## config.mk

```make
export PLATFORM = sky130hd
export DESIGN_NAME = branch_unit_ctrl_flat
export DESIGN_NICKNAME = d
export VERILOG_FILES = /design/src/rtl/core_pkg.sv /design/src/rtl/branch_unit_ctrl_if.sv /design/src/rtl/branch_unit_ctrl_cond.sv /design/src/rtl/branch_unit_ctrl.sv /design/src/flat_wrapper.sv
export SDC_FILE = /design/constraint.sdc
export NUM_CORES = 1
export LEC_CHECK = 0
export CAP_MARGIN = 20
export CORE_ASPECT_RATIO = 1.5
export CORE_MARGIN = 4
export CORE_UTILIZATION = 36
export CTS_BUF_LIST = sky130_fd_sc_hd__clkbuf_8
export DETAILED_ROUTE_END_ITERATION = 10
export PLACE_DENSITY = 0.64
export SKIP_CTS_REPAIR_TIMING = 1
export SLEW_MARGIN = 20
export SYNTH_ARGS = -nofsm -noshare
export SYNTH_HDL_FRONTEND = slang
export SYNTH_SLANG_ARGS = --single-unit
```

## constraint.sdc

```tcl
create_clock -name clk -period 5.12 [get_ports clk]
set_input_delay 0.512 -clock clk [delete_from_list [all_inputs] [get_ports clk]]
set_output_delay 0.512 -clock clk [all_outputs]
set_load 0.01 [all_outputs]
```

## src/rtl/core_pkg.sv

```systemverilog
// Shared core types: ALU opcodes, branch funct3 encodings and the branch
// sequencer state encoding.
package core_pkg;

  typedef enum logic [3:0] {
    ALU_ADD  = 4'b0000,
    ALU_SUB  = 4'b1000,
    ALU_SLT  = 4'b0010,
    ALU_SLTU = 4'b0011
  } alu_op_t;

  localparam logic [2:0] F3_BEQ  = 3'b000;
  localparam logic [2:0] F3_BNE  = 3'b001;
  localparam logic [2:0] F3_BLT  = 3'b100;
  localparam logic [2:0] F3_BGE  = 3'b101;
  localparam logic [2:0] F3_BLTU = 3'b110;
  localparam logic [2:0] F3_BGEU = 3'b111;

  typedef enum logic [1:0] {
    ST_IDLE = 2'd0,
    ST_CMP  = 2'd1,
    ST_TGT  = 2'd2,
    ST_RESP = 2'd3
  } bctrl_state_t;

endpackage

```

## src/rtl/branch_unit_ctrl_if.sv

```systemverilog
// Request, shared-ALU and response signals of the branch sequencer.
// master = the sequencer, slave = decode / ALU / PC-update side.
interface branch_unit_ctrl_if
  import core_pkg::*;
#(
  parameter int XLEN = 32
) ();
  logic            flush;
  logic            req_valid;
  logic            req_ready;
  logic [2:0]      req_funct3;
  logic [XLEN-1:0] req_rs1;
  logic [XLEN-1:0] req_rs2;
  logic [XLEN-1:0] req_pc;
  logic [XLEN-1:0] req_imm;
  logic            alu_sel;
  logic [XLEN-1:0] alu_a;
  logic [XLEN-1:0] alu_b;
  alu_op_t         alu_op;
  logic [XLEN-1:0] alu_result;
  logic            alu_zero;
  logic            resp_valid;
  logic            resp_ready;
  logic            resp_taken;
  logic [XLEN-1:0] resp_target;
  logic            resp_illegal;
  logic            resp_misaligned;

  modport master (
    input  flush, req_valid, req_funct3, req_rs1, req_rs2, req_pc, req_imm,
           alu_result, alu_zero, resp_ready,
    output req_ready, alu_sel, alu_a, alu_b, alu_op,
           resp_valid, resp_taken, resp_target, resp_illegal, resp_misaligned
  );

  modport slave (
    output flush, req_valid, req_funct3, req_rs1, req_rs2, req_pc, req_imm,
           alu_result, alu_zero, resp_ready,
    input  req_ready, alu_sel, alu_a, alu_b, alu_op,
           resp_valid, resp_taken, resp_target, resp_illegal, resp_misaligned
  );
endinterface

```

## src/rtl/branch_unit_ctrl_cond.sv

```systemverilog
// Branch condition decode: picks the compare op for a funct3 and turns the
// ALU flags of that compare into the taken decision.
module branch_cond_eval
  import core_pkg::*;
(
  input  logic [2:0] i_funct3,
  input  logic       i_zero,
  input  logic       i_lt,
  output logic       o_taken,
  output alu_op_t    o_op,
  output logic       o_illegal
);
  always_comb begin
    o_taken   = 1'b0;
    o_op      = ALU_SUB;
    o_illegal = 1'b0;
    case (i_funct3)
      F3_BEQ:  o_taken = i_zero;
      F3_BNE:  o_taken = ~i_zero;
      F3_BLT:  begin o_op = ALU_SLT;  o_taken = i_lt;  end
      F3_BGE:  begin o_op = ALU_SLT;  o_taken = ~i_lt; end
      F3_BLTU: begin o_op = ALU_SLTU; o_taken = i_lt;  end
      F3_BGEU: begin o_op = ALU_SLTU; o_taken = ~i_lt; end
      default: o_illegal = 1'b1;
    endcase
  end
endmodule

```

## src/rtl/branch_unit_ctrl.sv

```systemverilog
// Branch resolution sequencer: borrows the shared ALU for a compare cycle and
// a target-add cycle, then holds the result until the PC logic takes it.
module branch_unit_ctrl
  import core_pkg::*;
#(
  parameter int XLEN = 32
) (
  input logic                clk,
  input logic                rst_n,
  branch_unit_ctrl_if.master bus
);
  bctrl_state_t    r_state;
  logic [2:0]      r_funct3;
  logic [XLEN-1:0] r_pc;
  logic [XLEN-1:0] r_imm;
  logic            r_req_ready;
  logic            r_alu_sel;
  logic [XLEN-1:0] r_alu_a;
  logic [XLEN-1:0] r_alu_b;
  alu_op_t         r_alu_op;
  logic            r_resp_valid;
  logic            r_taken;
  logic [XLEN-1:0] r_target;
  logic            r_illegal;
  logic            r_misaligned;

  logic [2:0] w_eval_f3;
  logic       w_taken;
  logic       w_illegal;
  alu_op_t    w_op;

  // In IDLE the decoder looks at the incoming funct3 so the compare op can be
  // registered at accept; from CMP on it looks at the captured one.
  assign w_eval_f3 = (r_state == ST_IDLE) ? bus.req_funct3 : r_funct3;

  branch_cond_eval u_cond (
    .i_funct3  (w_eval_f3),
    .i_zero    (bus.alu_zero),
    .i_lt      (bus.alu_result[0]),
    .o_taken   (w_taken),
    .o_op      (w_op),
    .o_illegal (w_illegal)
  );

  always_ff @(posedge clk or negedge rst_n) begin
    if (!rst_n) begin
      r_state      <= ST_IDLE;
      r_funct3     <= '0;
      r_pc         <= '0;
      r_imm        <= '0;
      r_req_ready  <= 1'b1;
      r_alu_sel    <= 1'b0;
      r_alu_a      <= '0;
      r_alu_b      <= '0;
      r_alu_op     <= ALU_ADD;
      r_resp_valid <= 1'b0;
      r_taken      <= 1'b0;
      r_target     <= '0;
      r_illegal    <= 1'b0;
      r_misaligned <= 1'b0;
    end else if (bus.flush && r_state != ST_IDLE) begin
      r_state      <= ST_IDLE;
      r_req_ready  <= 1'b1;
      r_alu_sel    <= 1'b0;
      r_alu_a      <= '0;
      r_alu_b      <= '0;
      r_alu_op     <= ALU_ADD;
      r_resp_valid <= 1'b0;
    end else begin
      case (r_state)
        ST_IDLE: begin
          if (bus.req_valid && !bus.flush) begin
            r_funct3    <= bus.req_funct3;
            r_pc        <= bus.req_pc;
            r_imm       <= bus.req_imm;
            r_req_ready <= 1'b0;
            r_alu_sel   <= 1'b1;
            r_alu_a     <= bus.req_rs1;
            r_alu_b     <= bus.req_rs2;
            r_alu_op    <= w_op;
            r_state     <= ST_CMP;
          end
        end
        ST_CMP: begin
          // Illegal encodings still burn the compare cycle so latency is fixed.
          r_taken   <= w_taken & ~w_illegal;
          r_illegal <= w_illegal;
          r_alu_op  <= ALU_ADD;
          r_alu_a   <= r_pc;
          r_alu_b   <= (w_taken & ~w_illegal) ? r_imm : XLEN'(4);
          r_state   <= ST_TGT;
        end
        ST_TGT: begin
          r_target     <= bus.alu_result;
          r_misaligned <= r_taken && (bus.alu_result[1:0] != 2'b00);
          r_alu_sel    <= 1'b0;
          r_alu_a      <= '0;
          r_alu_b      <= '0;
          r_alu_op     <= ALU_ADD;
          r_resp_valid <= 1'b1;
          r_state      <= ST_RESP;
        end
        ST_RESP: begin
          if (bus.resp_ready) begin
            r_resp_valid <= 1'b0;
            r_req_ready  <= 1'b1;
            r_state      <= ST_IDLE;
          end
        end
        default: r_state <= ST_IDLE;
      endcase
    end
  end

  assign bus.req_ready       = r_req_ready;
  assign bus.alu_sel         = r_alu_sel;
  assign bus.alu_a           = r_alu_a;
  assign bus.alu_b           = r_alu_b;
  assign bus.alu_op          = r_alu_op;
  assign bus.resp_valid      = r_resp_valid;
  assign bus.resp_taken      = r_taken;
  assign bus.resp_target     = r_target;
  assign bus.resp_illegal    = r_illegal;
  assign bus.resp_misaligned = r_misaligned;
endmodule

```

## src/flat_wrapper.sv

```systemverilog
// flat-port wrapper written by rule: the top's interface ports become plain ports
module branch_unit_ctrl_flat import core_pkg::*;
#(
  parameter int XLEN = 32
)
  (clk, rst_n, bus_flush, bus_req_valid, bus_req_funct3, bus_req_rs1, bus_req_rs2, bus_req_pc, bus_req_imm, bus_alu_result, bus_alu_zero, bus_resp_ready, bus_req_ready, bus_alu_sel, bus_alu_a, bus_alu_b, bus_alu_op, bus_resp_valid, bus_resp_taken, bus_resp_target, bus_resp_illegal, bus_resp_misaligned);
  branch_unit_ctrl_if #(.XLEN(XLEN)) bus_i ();
  input logic clk;
  input logic rst_n;
  input wire logic [$bits(bus_i.flush)-1:0] bus_flush;
  input wire logic [$bits(bus_i.req_valid)-1:0] bus_req_valid;
  input wire logic [$bits(bus_i.req_funct3)-1:0] bus_req_funct3;
  input wire logic [$bits(bus_i.req_rs1)-1:0] bus_req_rs1;
  input wire logic [$bits(bus_i.req_rs2)-1:0] bus_req_rs2;
  input wire logic [$bits(bus_i.req_pc)-1:0] bus_req_pc;
  input wire logic [$bits(bus_i.req_imm)-1:0] bus_req_imm;
  input wire logic [$bits(bus_i.alu_result)-1:0] bus_alu_result;
  input wire logic [$bits(bus_i.alu_zero)-1:0] bus_alu_zero;
  input wire logic [$bits(bus_i.resp_ready)-1:0] bus_resp_ready;
  output wire logic [$bits(bus_i.req_ready)-1:0] bus_req_ready;
  output wire logic [$bits(bus_i.alu_sel)-1:0] bus_alu_sel;
  output wire logic [$bits(bus_i.alu_a)-1:0] bus_alu_a;
  output wire logic [$bits(bus_i.alu_b)-1:0] bus_alu_b;
  output wire logic [$bits(bus_i.alu_op)-1:0] bus_alu_op;
  output wire logic [$bits(bus_i.resp_valid)-1:0] bus_resp_valid;
  output wire logic [$bits(bus_i.resp_taken)-1:0] bus_resp_taken;
  output wire logic [$bits(bus_i.resp_target)-1:0] bus_resp_target;
  output wire logic [$bits(bus_i.resp_illegal)-1:0] bus_resp_illegal;
  output wire logic [$bits(bus_i.resp_misaligned)-1:0] bus_resp_misaligned;
  assign bus_i.flush = bus_flush;
  assign bus_i.req_valid = bus_req_valid;
  assign bus_i.req_funct3 = bus_req_funct3;
  assign bus_i.req_rs1 = bus_req_rs1;
  assign bus_i.req_rs2 = bus_req_rs2;
  assign bus_i.req_pc = bus_req_pc;
  assign bus_i.req_imm = bus_req_imm;
  assign bus_i.alu_result = bus_alu_result;
  assign bus_i.alu_zero = bus_alu_zero;
  assign bus_i.resp_ready = bus_resp_ready;
  assign bus_req_ready = bus_i.req_ready;
  assign bus_alu_sel = bus_i.alu_sel;
  assign bus_alu_a = bus_i.alu_a;
  assign bus_alu_b = bus_i.alu_b;
  assign bus_alu_op = bus_i.alu_op;
  assign bus_resp_valid = bus_i.resp_valid;
  assign bus_resp_taken = bus_i.resp_taken;
  assign bus_resp_target = bus_i.resp_target;
  assign bus_resp_illegal = bus_i.resp_illegal;
  assign bus_resp_misaligned = bus_i.resp_misaligned;
  branch_unit_ctrl #(.XLEN(XLEN)) u_core (.clk(clk), .rst_n(rst_n), .bus(bus_i));
endmodule
```

# --- Yosys cells after proc, flatten, opt, wreduce, memory -nomap -nowiden ---
# Cells that the tools add are included.
word_totals:
  ff_bits: 175
  in_bits: 169
  output_inout_bits: 106
  word_cells: 84
op_classes:
  eq_ne: 10
  n_mux: 28
  bitwise: 4
  n_reduce_logical: 28
ops:
  columns: ["cell", "count"]
  rows:
  - ["$pmux 32 s3", 2]
  - ["$mux 32", 5]
  - ["$pmux 4 s2", 2]
  - ["$reduce_and 2->1", 7]
  - ["$eq 3x3->1 const B", 4]
  - ["$reduce_bool 3->1", 4]
  - ["$reduce_or 2->1", 5]
  - ["$mux 1", 8]
  - ["$mux 4", 2]
  - ["$pmux 2 s4", 1]
  - ["$mux 2", 3]
  - ["$pmux 1 s2", 3]
  - ["$reduce_and 3->1", 2]
  - ["$reduce_or 6->1", 1]
  - ["$eq 2x2->1 const B", 2]
  - ["$pmux 1 s4", 1]
  - ["$reduce_bool 2->1", 2]
  - ["$reduce_bool 4->1", 1]
  - ["$eq 3x1->1 const B", 1]
  - ["$logic_and 1x1->1", 3]
  - ["$logic_not 3->1", 1]
  - ["$mux 3", 1]
  - ["$ne 3x2->1 const B", 1]
  - ["$ne 3x3->1 const B", 1]
  - ["5 further kinds", 7]

# --- Logic depth before layout (Yosys ltp) ---
# Gate-level depths: netlist of run 1.
logic_depth:
  word_depth: 9
  ltp_mapped: 10
  mapped_depth_nobuf: 6

# --- By module ---
# From an unflattened synthesis of run 1, not the netlist that was laid out.
hier_totals:
  cells_unflattened: 624
  hier_area_um2: 7827.5
by_module_without_submodules:
  columns: ["mod", "n_inst", "cells_per_inst", "area_each_um2", "seq_area_each_um2"]
  rows:
  - ["branch_unit_ctrl", 1, 614, 7766.2, 4380.5]
  - ["branch_cond_eval", 1, 10, 61.3, 0.0]

# --- Worst setup path after synthesis of run 1 ---
# Ideal clock, no wire load.
synth_path:
  path_kind: "reg2reg"
  startpoint: "register u_core.r_state[0]"
  endpoint: "register u_core.r_imm[23]"
  setup_ns: 0.125
  arrival_ns: 1.831
  required_ns: 4.995
  slack_ns: 3.164
  stages_incl_launch_ff: 9
  path_buffers: 4
  synth_period_minus_slack_ns: 1.956
  cell_sequence: "dfrtp_1 -> inv_1 -> ha_1 -> buf_2 -> nand3b_1 -> buf_2 -> buf_2 -> buf_2 -> mux2_2"
synth_between:
  elab_chain_cells: 4
  word_cells_on_any_way: 5
  cone_classes: "bitwise (1); reduce/logical (4)"
synth_lines:
  columns: ["item", "line_no", "source"]
  rows:
  - ["from (decl)", "branch_unit_ctrl.sv:12", "bctrl_state_t r_state;"]
  - ["from (signal assigned)", "branch_unit_ctrl.sv:47", "r_state <= ST_IDLE;"]
  - ["from (signal assigned)", "branch_unit_ctrl.sv:62", "r_state <= ST_IDLE;"]
  - ["from (signal assigned)", "branch_unit_ctrl.sv:81", "r_state <= ST_CMP;"]
  - ["$reduce_bool 2->1", "branch_unit_ctrl.sv:61", "end else if (bus.flush && r_state != ST_IDLE) begin"]
  - ["$logic_and 1x1->1", "branch_unit_ctrl.sv:61", null]
  - ["$not 1->1 (no source line)", null, null]
  - ["$reduce_and 3->1 (no source line) *", null, null]
  - ["to (signal assigned)", "branch_unit_ctrl.sv:75", "r_imm <= bus.req_imm;"]
  - ["to (decl)", "branch_unit_ctrl.sv:15", "logic [XLEN-1:0] r_imm;"]
# Every way passes the cells marked *; elsewhere a longest branch is shown, timed or not.
# A chain may end at the register's enable or synchronous reset.

# --- Worst setup path after layout of run 1 ---
layout_path:
  startpoint: "register u_core.r_state[0]"
  endpoint: "register u_core.r_alu_b[30] (netlist: u_core.bus.alu_b[30])"
layout_between:
  elab_chain_cells: 9
  word_cells_on_any_way: 23
  cone_classes: "eq/ne (8); mux (5); bitwise (1); reduce/logical (9)"
layout_lines:
  columns: ["item", "line_no", "source"]
  rows:
  - ["$logic_not 2->1", "branch_unit_ctrl.sv:34, branch_unit_ctrl.sv:70", null]
  - ["$mux 3", "branch_unit_ctrl.sv:34", "assign w_eval_f3 = (r_state == ST_IDLE) ? bus.req_funct3 : r_funct3;"]
  - ["$eq 3x3->1", "branch_unit_ctrl_cond.sv:17", "case (i_funct3)"]
  - ["$reduce_or 2->1 (no source line)", null, null]
  - ["$pmux 1 s4", "branch_unit_ctrl_cond.sv:17", null]
  - ["$and 1x1->1", "branch_unit_ctrl.sv:90", "r_alu_b <= (w_taken & ~w_illegal) ? r_imm : XLEN'(4);"]
  - ["$mux 32", "branch_unit_ctrl.sv:90", null]
  - ["$pmux 32 s3", "branch_unit_ctrl.sv:70", "case (r_state)"]
  - ["$mux 32", "branch_unit_ctrl.sv:61", null]
  - ["to (signal assigned)", "branch_unit_ctrl.sv:79", "r_alu_b <= bus.req_rs2;"]
  - ["to (signal assigned)", "branch_unit_ctrl.sv:90", null]
  - ["to (decl)", "branch_unit_ctrl.sv:19", "logic [XLEN-1:0] r_alu_b;"]
# Parallel ways exist; a longest one is shown, timed or not.

==> results of run 1 <==
==> flip-flops by register name, summed over array words and instances (netlist names) <==
name	flops
u_core.bus.alu_a	32
u_core.bus.alu_b	32
u_core.bus.resp_target	32
u_core.r_imm	32
u_core.r_pc	32
u_core.bus.alu_op	3
u_core.r_funct3	3
u_core.r_state	2
u_core.bus.alu_sel	1
u_core.bus.req_ready	1
u_core.bus.resp_illegal	1
u_core.bus.resp_misaligned	1
u_core.bus.resp_taken	1
u_core.bus.resp_valid	1
==> worst max path at each step <==
stage | from | depth (start not counted) | endpoint
final | u_core.r_state[0] | 8 | u_core.bus.alu_b[30]
after global routing | u_core.r_state[0] | 8 | u_core.bus.alu_b[30]
after CTS | u_core.r_state[0] | 8 | u_core.bus.alu_b[18]
after detailed placement | bus_flush | 7 | u_core.bus.alu_b[14]
after global placement | bus_flush | 7 | u_core.bus.alu_b[18]
after floorplan | u_core.r_state[0] | 8 | u_core.r_imm[23]
==> Yosys cell counts (3+ instances only) <==
cell      count  share of area (%)
buf_6         3               0.44
dfrtp_1     173                 56
nand2_1      60                2.9
a21oi_1       4               0.26
a222oi_1     10                1.3
o21ai_0       6               0.39
inv_1        14               0.68
a22oi_1      31                3.0
mux2_2       99                 14
clkbuf_1     27                1.3
buf_2        24                1.5
ha_1          4               0.65
nand2b_1      6               0.48
nand3_1      78                5.0
nor2b_1      35                2.8
nor2_1        8               0.39
nand4_1      62                5.0
==> cell type report <==
class,instances,area (um^2),share of cell area [%]
timing repair buffer,287,2860,25.7
multi-input combinational,430,3130,28.2
tap,268,335,3.02
sequential,174,4360,39.2
clock inverter,14,133,1.19
clock buffer,18,248,2.23
inverter,14,52.6,0.473
==> report_power, final <==
| part | internal (W) | switching, W |
|---|---|---|
| registers | 0.00202 | 0.000368 |
| logic | 0.00148 | 0.00139 |
| clock network | 0.000406 | 0.000532 |
| total | 0.00390 | 0.00229 |
==> worst reg2reg max path: stages (launching register included) <==
cell,delay [ns]
dfrtp_1,0.40
inv_1,0.09
ha_1,0.52
nand3b_1,0.22
buf_4,0.37
o21a_2,0.54
buf_4,0.59
a22oi_1,0.21
nand3_1,0.13
==> through the flow <==
stage / cell area [um^2] / hold slack [ns] / util (%) / instances
finish: 11100 / 0.147 / 52.6 / 1205
global route: 11100 / 0.215 / 52.6 / 1205
CTS: 11100 / 0.163 / 52.6 / 1205
detailed placement: 10700 / 0.455 / 50.8 / 1173
global placement: 10700 / 0.453 / 50.6 / 1172
floorplan: 7750 / 0.216 / - / 673
==> cell families (layout without fill, tap and decap cells) <==
logic type,after synthesis,count (layout),synth area share (%)
flip-flops,174,174,56.2
multiplexers,102,102,14.8
buffers and inverters,69,333,4.07
AND/OR/NAND/NOR,253,253,17.0
XOR/XNOR,3,3,0.339
adder cells (fa/ha/maj),4,4,0.646
AO/OA/AOI/OAI,67,67,6.86
other,1,1,0.0484
==> per-layer routing <==
metal,vias up,wire length [um],GRT usage [%]
li1,2936,-,-
met1,3113,9050,22.7
met2,175,12800,35.7
met3,30,950,3.28
met4,0,583,7.64
met5,-,0,0
==> results.sh, run 1 <==
export IMPL_dieArea_um2=24000
export IMPL_rrSetupSlack_ns=1.98
export IMPL_grt_pass1_vias=6617
export IMPL_rsz0062_at_grt="no"
export IMPL_p_per_area_nw_per_um2=557
export IMPL_worstReg2RegStart="u_core.r_state[0]"
export IMPL_cts_max_level=4
export IMPL_crit_path_max_fanout=44
export IMPL_final_common_cell="clkdlybuf4s50_1"
export IMPL_yosys_register_bits=174
export IMPL_drtAntennaViolNets=0
export IMPL_post_route_period_util_pct=61.3
export IMPL_dp_hpwl_mm=16.3
export IMPL_critPathCaptureType="flip-flop"
export IMPL_fin_skew_ns=0.0130
export IMPL_drive_above_1_share_pct=16.8
export IMPL_r2r_end="u_core.bus.alu_b[30]"
export IMPL_grt_max_degree=99
export IMPL_area_growth_pct=43.4
export IMPL_fin_crit_ns=3.14
export IMPL_synth_edf_count=0
export IMPL_tightest_slew_ns=1.01
export IMPL_max_stage_delay_ns=0.57
export IMPL_num_nets_final=1097
export IMPL_drv_cap=0
export IMPL_hold_viol=0
export IMPL_setup_viol=0
export IMPL_diodes=0
export IMPL_drt_iter0_drc=311
export IMPL_vdd_drop_max_mv=0.204
export IMPL_critPathTopFamily="buffers and inverters"
export IMPL_path_clk_slew_ns=0.09
export IMPL_netlist_area_um2=7750
export IMPL_tns_ns=0
export IMPL_grt_pass1_wl_mm=36.8
export IMPL_fill_cells=1929
export IMPL_cts_buffer_depth=2
export IMPL_antenna_found_initial=0
export IMPL_critPathLaunchType="flip-flop"
export IMPL_clockRootBuffer="clkbuf_8"
export IMPL_async_reset_ff_share_pct=100
export IMPL_status="complete, no violations"
export IMPL_worst_slew_margin_rel_pct=32.6
export IMPL_design_power_total_w=0.00620
export IMPL_mostFrequentLayoutCells="clkdlybuf4s50_1 (272), dfrtp_1 (173), mux2_2 (99), nand3_1 (78), nand4_1 (62)"
export IMPL_crit_chain="inv_1 > ha_1 > nand3b_1 > buf_4 > o21a_2 > buf_4 > a22oi_1 > nand3_1"
export IMPL_critPathSlowestCell="buf_4"
export IMPL_drc=0
export IMPL_io_pins=275
export IMPL_grt_use_total_pct=19.7
export IMPL_avgSynthCellArea_um2=11.5
export IMPL_start_util_pct=36.7
export IMPL_ff2ff_path_depth=8
export IMPL_worst_slack_ns=1.98
export IMPL_syn_nets=846
export IMPL_worstPathBufferInverterCount=3
export IMPL_ys_flop_type="dfrtp_1"
export IMPL_wl_per_cell_um=19.4
export IMPL_clock_sinks=174
export IMPL_min_path_type="input port to async pin"
export IMPL_required_ns=5.53
export IMPL_fmax_mhz=319
export IMPL_dr_pass1_iters=5
export IMPL_leakagePower_nw=4.70
export IMPL_place_congestion=0.803
export IMPL_ys_types=41
export IMPL_worstPathArrival_ns=3.54
export IMPL_die_w_um=128
export IMPL_design_core_area_um2=21100
export IMPL_cts_tree="yes"
export IMPL_yosys_warnings=0
export IMPL_synth_cells=673
export IMPL_vias_per_cell=5.19
export IMPL_yosysSeqAreaShare_pct=56.2
export IMPL_cpMostUsedCell="buf_4"
export IMPL_place_ws_ns=1.93
export IMPL_clk_latency_ns=0.47
export IMPL_slew_violations=0
export IMPL_crit_type="flip-flop to flip-flop"
export IMPL_fp_row_count=65
export IMPL_io_buffers=273
export IMPL_die_h_um=188
export IMPL_vias=6254
export IMPL_overflow=0
export IMPL_wirelength_mm=23.4
export IMPL_numCtsBuffers=17
No activity file was read; power rests on OpenSTA's default activity.
==> run 2: changes to the inputs <==
- PLACE_DENSITY: 0.64 -> 0.67
- clock period: 5.12 -> 2.6 ns (I/O delays scaled with it)
==> results.sh, run 2 (synthesized netlist as in run 1, its figures left out) <==
export IMPL_power_internal_w=0.00785
export IMPL_fp_row_count=65
export IMPL_combPwrFrac_pct=46.8
export IMPL_worst_slew_margin_rel_pct=28.5
export IMPL_worstPathArrival_ns=2.75
export IMPL_cts_max_level=4
export IMPL_final_util_pct=53.1
export IMPL_io_pins=275
export IMPL_die_w_um=128
export IMPL_p_per_area_nw_per_um2=1090
export IMPL_num_nets_final=1104
export IMPL_max_stage_delay_ns=0.78
export IMPL_p_sw_share_pct=36.0
export IMPL_antenna_found_initial=0
export IMPL_crit_cells=6
export IMPL_wl_per_cell_um=18.9
export IMPL_drv_cap=0
export IMPL_grt_pass1_vias=6615
export IMPL_crit_chain="inv_1 > ha_1 > nor2b_1 > nor2_2 > nand3_1 > nand3_1"
export IMPL_crit_type="flip-flop to flip-flop"
export IMPL_cts_tree="yes"
export IMPL_grt_max_degree=72
export IMPL_placed_cell_area_um2=10800
export IMPL_area_growth_pct=44.8
export IMPL_setup_viol=0
export IMPL_dr_pass1_iters=4
export IMPL_tns_ns=0
export IMPL_io_buffers=273
export IMPL_worstPathBufferInverterCount=1
export IMPL_drive_above_1_share_pct=16.9
export IMPL_worst_slack_ns=0.239
export IMPL_place_congestion=0.846
export IMPL_post_route_period_util_pct=90.8
export IMPL_overflow=0
export IMPL_critPathCaptureType="flip-flop"
export IMPL_status="complete, no violations"
export IMPL_tightest_slew_ns=1.07
export IMPL_vias_per_cell=5.25
export IMPL_fill_cells=1918
export IMPL_die_h_um=188
export IMPL_p_seq_share_pct=38.4
export IMPL_clk_latency_ns=0.46
export IMPL_drt_iter0_drc=316
export IMPL_final_common_cell="clkdlybuf4s50_1"
export IMPL_critPathLaunchType="flip-flop"
export IMPL_dp_hpwl_mm=16.1
export IMPL_slew_violations=0
export IMPL_stdcell_area_um2=11200
export IMPL_critPathTopFamily="simple AND/OR/NAND/NOR gates"
export IMPL_design_core_area_um2=21100
export IMPL_rrSetupSlack_ns=0.24
export IMPL_clockRootBuffer="clkbuf_8"
export IMPL_path_clk_slew_ns=0.09
export IMPL_cts_buffer_depth=2
export IMPL_rsz0062_at_grt="no"
export IMPL_place_ws_ns=0.228
export IMPL_hold_viol=0
export IMPL_netSwitchingPower_w=0.00441
export IMPL_diodes=0
export IMPL_min_path_type="input port to async pin"
export IMPL_critPathSlowestCell="nor2_2"
export IMPL_vdd_drop_max_mv=0.416
export IMPL_cpMostUsedCell="nand3_1"
export IMPL_numCtsBuffers=17
export IMPL_wirelength_mm=22.8
export IMPL_mostFrequentLayoutCells="clkdlybuf4s50_1 (272), dfrtp_1 (173), mux2_2 (99), nand3_1 (78), nand4_1 (62)"
export IMPL_fin_hold_ws_ns=0.364
export IMPL_grt_use_total_pct=19.0
export IMPL_vias=6350
export IMPL_ff2ff_path_depth=6
export IMPL_grt_pass1_wl_mm=36.1
export IMPL_clock_sinks=174
export IMPL_power_frac_clock_pct=14.8
export IMPL_start_util_pct=36.7
export IMPL_drtAntennaViolNets=0
export IMPL_drc=0
export IMPL_required_ns=2.99
export IMPL_dieArea_um2=24000
export IMPL_leakagePower_nw=4.77
export IMPL_fin_crit_ns=2.36
export IMPL_fin_skew_ns=0.0136
export IMPL_crit_path_max_fanout=23
export IMPL_fmax_mhz=424
-- run 2: per-layer routing --
| layer | track usage [%] | wire length (um) |
|---|---|---|
| met5 | 0 | 0 |
| met4 | 7.23 | 620 |
| met3 | 3.68 | 1070 |
| met2 | 34.2 | 12300 |
| met1 | 22.0 | 8840 |
-- run 2: final cells by class --
| class | instances | area, um^2 | area share (%) |
|---|---|---|---|
| sequential | 174 | 4360 | 38.8 |
| multi-input combinational | 430 | 3130 | 27.9 |
| timing repair buffer | 294 | 2980 | 26.6 |
| tap | 268 | 335 | 2.99 |
| clock buffer | 19 | 262 | 2.33 |
| clock inverter | 10 | 98.8 | 0.881 |
| inverter | 14 | 52.6 | 0.468 |
-- run 2: worst paths after layout --
check                                       start                   end
worst max-delay path            u_core.r_state[0]  u_core.bus.alu_a[19]
worst min-delay path                        rst_n  u_core.bus.alu_b[23]
worst max register to register  u_core.r_state[0]  u_core.bus.alu_a[19]
worst min register to register    u_core.r_pc[17]  u_core.bus.alu_a[17]
max in group asynchronous                   rst_n  u_core.bus.req_ready
min in group clk                   bus_req_rs1[2]   u_core.bus.alu_a[2]
-- run 2: through the flow --
stage          std cells  power, W
2_1_floorplan        673   0.00777
3_3_place_gp        1179    0.0104
3_5_place_dp        1179    0.0106
4_1_cts             1208    0.0124
5_1_grt             1209    0.0131
6_report            1209    0.0123
-- run 2: power by group through the flow --
stage | clock network [W] | registers [W] | logic, W
floorplan | 0 | 0.00494 | 0.00283
global placement | 0 | 0.00472 | 0.00572
detailed placement | 0 | 0.00475 | 0.00581
CTS | 0.00189 | 0.00471 | 0.00582
global route | 0.00198 | 0.00488 | 0.00620
finish | 0.00182 | 0.00471 | 0.00574
==> run 3: changes to the inputs <==
- CAP_MARGIN: 20 -> default
==> results of run 3 <==
Same layout as run 2: the final DEF is identical, and so are final timing and power.
